### config.mk
export PLATFORM = sky130hd
export DESIGN_NAME = reg_file_sb
export DESIGN_NICKNAME = d
export VERILOG_FILES = /design/src/rtl/reg_pkg.sv /design/src/rtl/reg_scoreboard.sv /design/src/rtl/reg_file_sb.sv
export SDC_FILE = /design/constraint.sdc
export NUM_CORES = 2
export LEC_CHECK = 0
export ABC_AREA = 1
export ABC_CLOCK_PERIOD_IN_PS = 3100
export CAP_MARGIN = 10
export CORE_MARGIN = 2
export CORE_UTILIZATION = 40
export DETAILED_ROUTE_END_ITERATION = 12
export SKIP_LAST_GASP = 1
export SLEW_MARGIN = 15
export SYNTH_ARGS = -nofsm -noshare
export SYNTH_HDL_FRONTEND = slang
export SYNTH_SLANG_ARGS = --single-unit
export TNS_END_PERCENT = 10
### constraint.sdc
create_clock -name clk -period 3.1 [get_ports clk]
set_input_delay 0.62 -clock clk [delete_from_list [all_inputs] [get_ports clk]]
set_output_delay 0.62 -clock clk [all_outputs]
set_load 0.01 [all_outputs]
### src/rtl/reg_pkg.sv
// rtl/reg_pkg.sv - shared state type, default sizes and port-slicing helper for reg_file_sb
package reg_pkg;

  typedef enum logic [0:0] {
    RF_IDLE  = 1'b0,
    RF_SWEEP = 1'b1
  } rf_state_e;

  localparam int DEF_XLEN  = 32;
  localparam int DEF_NREGS = 32;

  // Low bit index of lane `port` inside a flattened bus of `width`-bit lanes.
  function automatic int port_lo(input int port, input int width);
    return port * width;
  endfunction

endpackage

### src/rtl/reg_scoreboard.sv
// rtl/reg_scoreboard.sv - pending-writeback busy bits, issue gating and per-port read stall flags
module reg_scoreboard
  import reg_pkg::*;
#(
  parameter int NREGS = DEF_NREGS,
  parameter int NRD   = 2,
  parameter int AW    = $clog2(NREGS)
) (
  input  logic              clk_i,
  input  logic              rst_ni,
  input  logic              idle_i,
  input  logic              clr_all_i,
  input  logic              wr_en_i,
  input  logic [AW-1:0]     wr_addr_i,
  input  logic              iss_en_i,
  input  logic [AW-1:0]     iss_dest_i,
  input  logic [NRD*AW-1:0] rd_addr_i,
  output logic [NRD-1:0]    rd_busy_o,
  output logic              iss_ready_o
);

  logic [NREGS-1:0] busy_q;
  logic [NREGS-1:0] busy_d;
  logic             iss_acc;

  // A writeback landing on the destination this cycle frees it for a new issue.
  assign iss_ready_o = idle_i & ((iss_dest_i == '0) | ~busy_q[iss_dest_i] |
                                 (wr_en_i & (wr_addr_i == iss_dest_i)));
  assign iss_acc     = iss_en_i & iss_ready_o;

  always_comb begin
    busy_d = busy_q;
    if (clr_all_i) begin
      busy_d = '0;
    end else if (idle_i) begin
      if (wr_en_i) busy_d[wr_addr_i] = 1'b0;
      // Set after clear so a same-address issue leaves the register pending.
      if (iss_acc && (iss_dest_i != '0)) busy_d[iss_dest_i] = 1'b1;
    end
    busy_d[0] = 1'b0;
  end

  always_ff @(posedge clk_i or negedge rst_ni) begin
    if (!rst_ni) busy_q <= '0;
    else         busy_q <= busy_d;
  end

  for (genvar i = 0; i < NRD; i++) begin : g_rd
    logic [AW-1:0] a;
    assign a = rd_addr_i[port_lo(i, AW) +: AW];
    assign rd_busy_o[i] = idle_i & busy_q[a] & ~(wr_en_i & (wr_addr_i == a)) & (a != '0);
  end

endmodule

### src/rtl/reg_file_sb.sv
// rtl/reg_file_sb.sv - multi-port register file with write bypass, hazard scoreboard and bulk-clear sweep
module reg_file_sb
  import reg_pkg::*;
#(
  parameter int  XLEN  = DEF_XLEN,
  parameter int  NREGS = DEF_NREGS,
  parameter int  NRD   = 2,
  localparam int AW    = $clog2(NREGS)
) (
  input  logic                clk,
  input  logic                rst,
  input  logic                wr_en,
  input  logic [AW-1:0]       wr_addr,
  input  logic [XLEN-1:0]     wr_data,
  input  logic [NRD*AW-1:0]   rd_addr,
  output logic [NRD*XLEN-1:0] rd_data,
  output logic [NRD-1:0]      rd_busy,
  input  logic                iss_en,
  input  logic [AW-1:0]       iss_dest,
  output logic                iss_ready,
  input  logic                clr_req,
  output logic                ready
);

  rf_state_e       state_q;
  logic [AW-1:0]   cnt_q;
  logic            ready_q;
  logic [XLEN-1:0] regs_q [NREGS];
  logic            idle;

  assign idle  = (state_q == RF_IDLE);
  assign ready = ready_q;

  always_ff @(posedge clk or negedge rst) begin
    if (!rst) begin
      state_q <= RF_IDLE;
      cnt_q   <= '0;
      ready_q <= 1'b1;
      for (int r = 0; r < NREGS; r++) regs_q[r] <= '0;
    end else begin
      case (state_q)
        RF_IDLE: begin
          if (wr_en && (wr_addr != '0)) regs_q[wr_addr] <= wr_data;
          if (clr_req) begin
            state_q <= RF_SWEEP;
            cnt_q   <= AW'(1);
            ready_q <= 1'b0;
          end
        end
        RF_SWEEP: begin
          // Register 0 is never stored, so the sweep starts at 1.
          regs_q[cnt_q] <= '0;
          if (cnt_q == AW'(NREGS - 1)) begin
            state_q <= RF_IDLE;
            cnt_q   <= '0;
            ready_q <= 1'b1;
          end else begin
            cnt_q <= cnt_q + 1'b1;
          end
        end
      endcase
    end
  end

  for (genvar i = 0; i < NRD; i++) begin : g_rd
    logic [AW-1:0]   a;
    logic [XLEN-1:0] d;
    assign a = rd_addr[port_lo(i, AW) +: AW];
    always_comb begin
      d = regs_q[a];
      if (a == '0)                                d = '0;
      else if (idle && wr_en && (wr_addr == a))   d = wr_data;
    end
    assign rd_data[port_lo(i, XLEN) +: XLEN] = d;
  end

  reg_scoreboard #(
    .NREGS (NREGS),
    .NRD   (NRD),
    .AW    (AW)
  ) u_sb (
    .clk_i       (clk),
    .rst_ni      (rst),
    .idle_i      (idle),
    .clr_all_i   (idle & clr_req),
    .wr_en_i     (wr_en),
    .wr_addr_i   (wr_addr),
    .iss_en_i    (iss_en),
    .iss_dest_i  (iss_dest),
    .rd_addr_i   (rd_addr),
    .rd_busy_o   (rd_busy),
    .iss_ready_o (iss_ready)
  );

endmodule

Yosys cells after proc, flatten, opt, wreduce, memory -nomap -nowiden --
Index checks and enable logic that the tools add are counted.
Storage, ports and cells: flip-flop bits (word level) 1062, input bits 57, word-level logic and storage cells 143
Operators by class: add/subtract/negate cells 1, $lt $le $gt $ge 12, equal/unequal tests 8, muxes and demuxes 42, bitwise gates (word level) 27, reduce and logical (&&, ||, !) cells 17
Operators by type and width (count):
- $pmux 1024 s2 | 1
- $and 1024x1024->1024 | 1
- $bwmux 1024 | 1
- $mux 1024 | 1
- $not 1024->1024 | 1
- $mux 32 | 16
- $bmux 32 s5 | 2
- $demux 32 s5 | 2
- $and 32x32->32 | 1
- $not 32->32 | 1
- $or 32x32->32 | 1
- $ge 6x6->1 const B | 4
- $lt 5x6->1 const B | 4
- $not 5->6 | 4
- $reduce_bool 5->1 | 4
- $bmux 1 s5 | 3
- $eq 5x5->1 | 3
- $logic_not 5->1 | 3
- $and 1x1->1 | 12
- $lt 6x1->1 const B | 2
- $demux 1 s5 | 2
- $ge 5x1->1 const B | 2
- $mux 5 | 2
- $pmux 5 s2 | 1
- 10 further kinds | 33

Depth between registers and ports, before layout --
depth after elaboration 13, mapped depth 16, depth with buffers taken out 14

Modules after synthesis --
From an unflattened synthesis, not the netlist that was laid out.
Second synthesis, totals: cell total of the unflattened synthesis 8785, area, all modules 61692.9 µm²
Modules (own cells, without submodules):
- reg_file_sb | instances 1, cells an instance 8205, area each 58356.0 µm², sequential area each 25801.0 µm²
- reg_scoreboard | instances 1, cells an instance 580, area each 3337.0 µm², sequential area each 775.7 µm²

Least setup slack after synthesis --
Ideal clock, no wire load.
kind input to output, start point input port rd_addr[0], end point output port rd_busy[0], arrival 1.972 ns, path slack 0.508 ns, stages 10, path through buf_2 -> inv_2 -> buf_2 -> clkbuf_1 -> o21ai_0 -> nand2_1 -> nor2_1 -> o21ai_0 -> nor2_1 -> nor3_1
Between the ends: cells in the longest elaborated chain, start to end 5
RTL lines:
- from (decl) | line reg_file_sb.sv:15 | input logic [NRD*AW-1:0] rd_addr,
- $bmux 1 s5 / $eq 5x5->1 (equally long branches) | line reg_scoreboard.sv:51 | assign rd_busy_o[i] = idle_i & busy_q[a] & ~(wr_en_i & (wr_addr_i == a)) & (a != '0);
- $mux 1 (implied by the code) / $and 1x1->1 (equally long branches) | line reg_scoreboard.sv:51
- $and 1x1->1 / $not 1->1 (equally long branches) | line reg_scoreboard.sv:51
- $and 1x1->1 | line reg_scoreboard.sv:51
- $and 1x1->1 * | line reg_scoreboard.sv:51
- to (decl) | line reg_file_sb.sv:17 | output logic [NRD-1:0] rd_busy,
Every way passes the cells marked *; elsewhere a longest branch is shown, timed or not. The select of a mux whose other input is x is not followed.

Worst setup path in the final report --
start point input port rd_addr[5], end point output port rd_data[62]
Between the ends: cells in the longest elaborated chain, start to end 6
RTL lines:
- $not 5->6 (implied by the code) | line reg_file_sb.sv:70 | d = regs_q[a];
- $bmux 32 s5 | line reg_file_sb.sv:70
- $mux 32 (implied by the code) (2 in series) | line reg_file_sb.sv:70
- $mux 32 | line reg_file_sb.sv:72 | else if (idle && wr_en && (wr_addr == a)) d = wr_data;
- $mux 32 * | line reg_file_sb.sv:71 | if (a == '0) d = '0;
- to (decl) | line reg_file_sb.sv:16 | output logic [NRD*XLEN-1:0] rd_data,
Marks and branches as above.

==> impl_metrics.py <==
metrics = {
    "outcome": {
        "run_status": "finished with violations",
        "violations": "setup timing",
    },
    "power": {
        "peakVddDrop_uv": 507,
        "p_comb_share_pct": 27.1,
        "internal_power_mw": 28.6,
        "netSwitchingFraction_pct": 35.2,
        "p_leak_nw": 31.8,
        "power.switching_mw": 15.6,
        "powerDensity_mw_per_mm2": 610,
        "p_clk_share_pct": 33.7,
        "p_total_mw": 44.2,
        "seqPwrFrac_pct": 39.2,
    },
    "synthesis": {
        "syn_avg_cell_area_um2": 7.53,
        "postSynthCellCount": 7867,
        "synthTopCellsByCount": "1479 x o21ai_0, 1363 x nand3_1, 1067 x a21oi_1",
        "synthXorXnorAreaFrac_pct": 0.118,
        "synth-simple-area-share_pct": 16.2,
        "synth-compound-area-share_pct": 28.5,
        "yosys.area_share.adder_pct": 0.106,
        "synth_top_family_by_area": "compound AO/OA/AOI/OAI gates",
        "synth_edf_count": 0,
        "muxShareOfSynthArea_pct": 0,
        "netlist_area_mm2": 0.0592,
        "synth_seq_cells": 1062,
        "ys_seq_area_share_pct": 44.9,
        "synthTopCellsByArea": "dfrtp_1 45%, o21ai_0 12%, nand3_1 12%",
        "synth_area_leader_cell": "dfrtp_1",
        "syn-num-nets": 7929,
        "yosysWarnings": 0,
        "netlist.area_leader.share_pct": 44.8,
        "synth.most_common_cell": "o21ai_0",
        "async_reset_ff_share_pct": 100,
        "ys_types": 31,
        "synth_top_flop_cell": "dfrtp_1",
    },
    "worst_setup_path": {
        "worstPathArrival_ps": 2810,
        "r2r_cells": 8,
        "startpoint": "rd_addr[5]",
        "r2r-start": "state_q",
        "start_kind": "input port",
        "worstPathMaxFanout": 22,
        "r2r-end": "regs_q[373]",
        "path_class": "input port to output pin",
        "r2r_slack_ps": 710,
        "cp-end-kind": "output pin",
        "required_ps": 2480,
        "endpoint": "rd_data[62]",
    },
    "place": {
        "routabilityCongestion": 0.964,
        "io_buffers": 124,
        "dp_hpwl_um": 187000,
        "placed_area_mm2": 0.0677,
    },
    "sta": {
        "fin_ws_ps": -331,
        "final_hold_viol_count": 0,
        "report.final.setup_viol": 53,
        "period_share_pct": 111,
        "fmax_ghz": 0.291,
        "relSlewSlack_pct": 34.1,
        "final_max_slew_viol_count": 0,
        "worst_pin_slew_ps": 985,
        "finClkSkew_ps": 31.9,
        "rsz0062_at_grt": "true",
        "period_minus_slack_ps": 3430,
        "hold_ws_ps": 466,
    },
    "global_routing": {
        "grt_pass1_wl_um": 417000,
        "gr-total-overflow": 0,
        "grt_usage_pct": 37.0,
        "antenna_found_initial": 13,
        "grt_pass1_vias": 60638,
        "grt_max_degree": 81,
    },
    "clocking": {
        "cts_made_buffers": 116,
        "cts_tree": "yes",
        "clockBufferDepth": 3,
        "clkTransAtPathRegs_ps": 60,
        "clock_sinks": 1062,
        "htreeDepth": 3,
        "clkLatencyLatePin_ps": 790,
        "ctsRootBufferMaster": "clkbuf_16",
    },
    "route": {
        "vias": 65068,
        "dr.pass1.iters": 7,
        "ant_nets": 0,
        "wire_per_inst_um": 28.7,
        "drt-total-wl_um": 288000,
        "drt_iter0_markers": 10333,
        "drc": 0,
        "viasPerCell": 6.48,
    },
    "die": {
        "die_y_um": 389,
        "initial_core_util_pct": 40.2,
        "num_rows": 141,
        "dieWidth_um": 389,
        "io_pins": 125,
        "core_mm2": 0.147,
        "die-area_mm2": 0.151,
    },
    "cells_and_area": {
        "layout-drive-gt1-share_pct": 13.1,
        "seq_area_mm2": 0.0266,
        "design_area_mm2": 0.0724,
        "post-route-util_pct": 49.2,
        "syn2layout_area_growth_pct": 22.3,
        "nets": 8073,
        "fill_cells": 14262,
        "multi_input_area_mm2": 0.0270,
    },
    "flow_run": {
        "cap_violations": 0,
    },
    "min_path": {
        "hp-class": "input port to async pin",
    },
}
-- kinds of logic (layout without fill, tap and decap cells) --
group | count (synthesis) | count (layout)
AOI/OAI and AO/OA | 3192 | 3192
xor gates and xnor gates | 8 | 8
adders and majority gates | 5 | 5
other | 0 | 3
and+or+nand+nor | 2051 | 2051
DFF | 1062 | 1062
buffers and inverters | 1549 | 1791
-- worst min-delay path by stage --
stage,from,end,slack (ps),cells past startpoint
finish,rst,regs_q[30],470,2
global route,rst,regs_q[30],510,2
CTS,rst,regs_q[30],470,2
detailed placement,regs_q[1013],regs_q[1013],470,2
global placement,regs_q[1013],regs_q[1013],460,2
floorplan,rst,cnt_q[0],320,0
-- cell type report --
type	instances	area share [%]
tap	1930	3.33
multi-input combinational	5256	37.3
timing repair buffer	849	13.3
inverter	726	3.85
clock buffer	169	4.64
clock inverter	47	0.862
antenna	3	0.0104
sequential	1062	36.7
-- metrics by stage --
| stage | instances | TNS, ps | worst slack (ps) |
|---|---|---|---|
| 2_1_floorplan | 7867 | 0 | 508 |
| 3_3_place_gp | 9805 | -30230 | -500 |
| 3_5_place_dp | 9805 | -32160 | -538 |
| 4_1_cts | 10038 | -10610 | -265 |
| 5_1_grt | 10039 | -13730 | -371 |
| 6_report | 10042 | -9160 | -331 |
-- sequential cells by signal (all words and copies together), names as in the netlist --
register and count:
ready 1, u_sb.busy_q 31, cnt_q 5, state_q 1
regs_q 1024
-- power groups by stage --
stage                     Sequential (mW)  Clock, mW  Combinational [mW]
after detailed placement             17.5          0                11.5
after CTS                            17.3       14.9                11.6
final                                17.3       14.9                12.0
after floorplan                      17.1          0                6.60
after global routing                 17.5       15.5                12.9
after global placement               17.4          0                11.3
-- layout by cell type (no fill, tap or decap), types with 118 or more instances in the layout --
cell / instances
a21oi_1: 1064
nand2_1: 456
o21ai_0: 1474
clkbuf_16: 118
o22ai_1: 553
buf_12: 206
inv_1: 706
dfrtp_1: 1060
nand3_1: 1324
buf_4: 495
-- critical path, stage by stage --
cell             delay, ps
buf_16                 160
buf_12                 190
buf_12                 160
buf_4                  140
a21oi_1                130
o21ai_0                 90
nand3_1                 80
nand3_1                200
nand3_2                200
a21oi_1                 90
nor2_1                 120
clkdlybuf4s50_1        550
-- metal layers --
layer	track usage, %	up-vias	share of wire [%]
li1	-	28025	-
met1	49.8	31142	38
met2	52.2	4821	41
met3	12.6	1064	15
met4	19.7	16	6.2
met5	0	-	0.043
-- repair_timing --
action,4_1_cts,5_1_grt
resized for setup,123,36
pin swaps,6,5
cloned,7,1
setup buffers,9,0
endpoints found under the hold margin,39,0
hold buffers,1,0
setup endpoints to repair,67,67
Note: power is estimated with default switching activity, not from simulation.
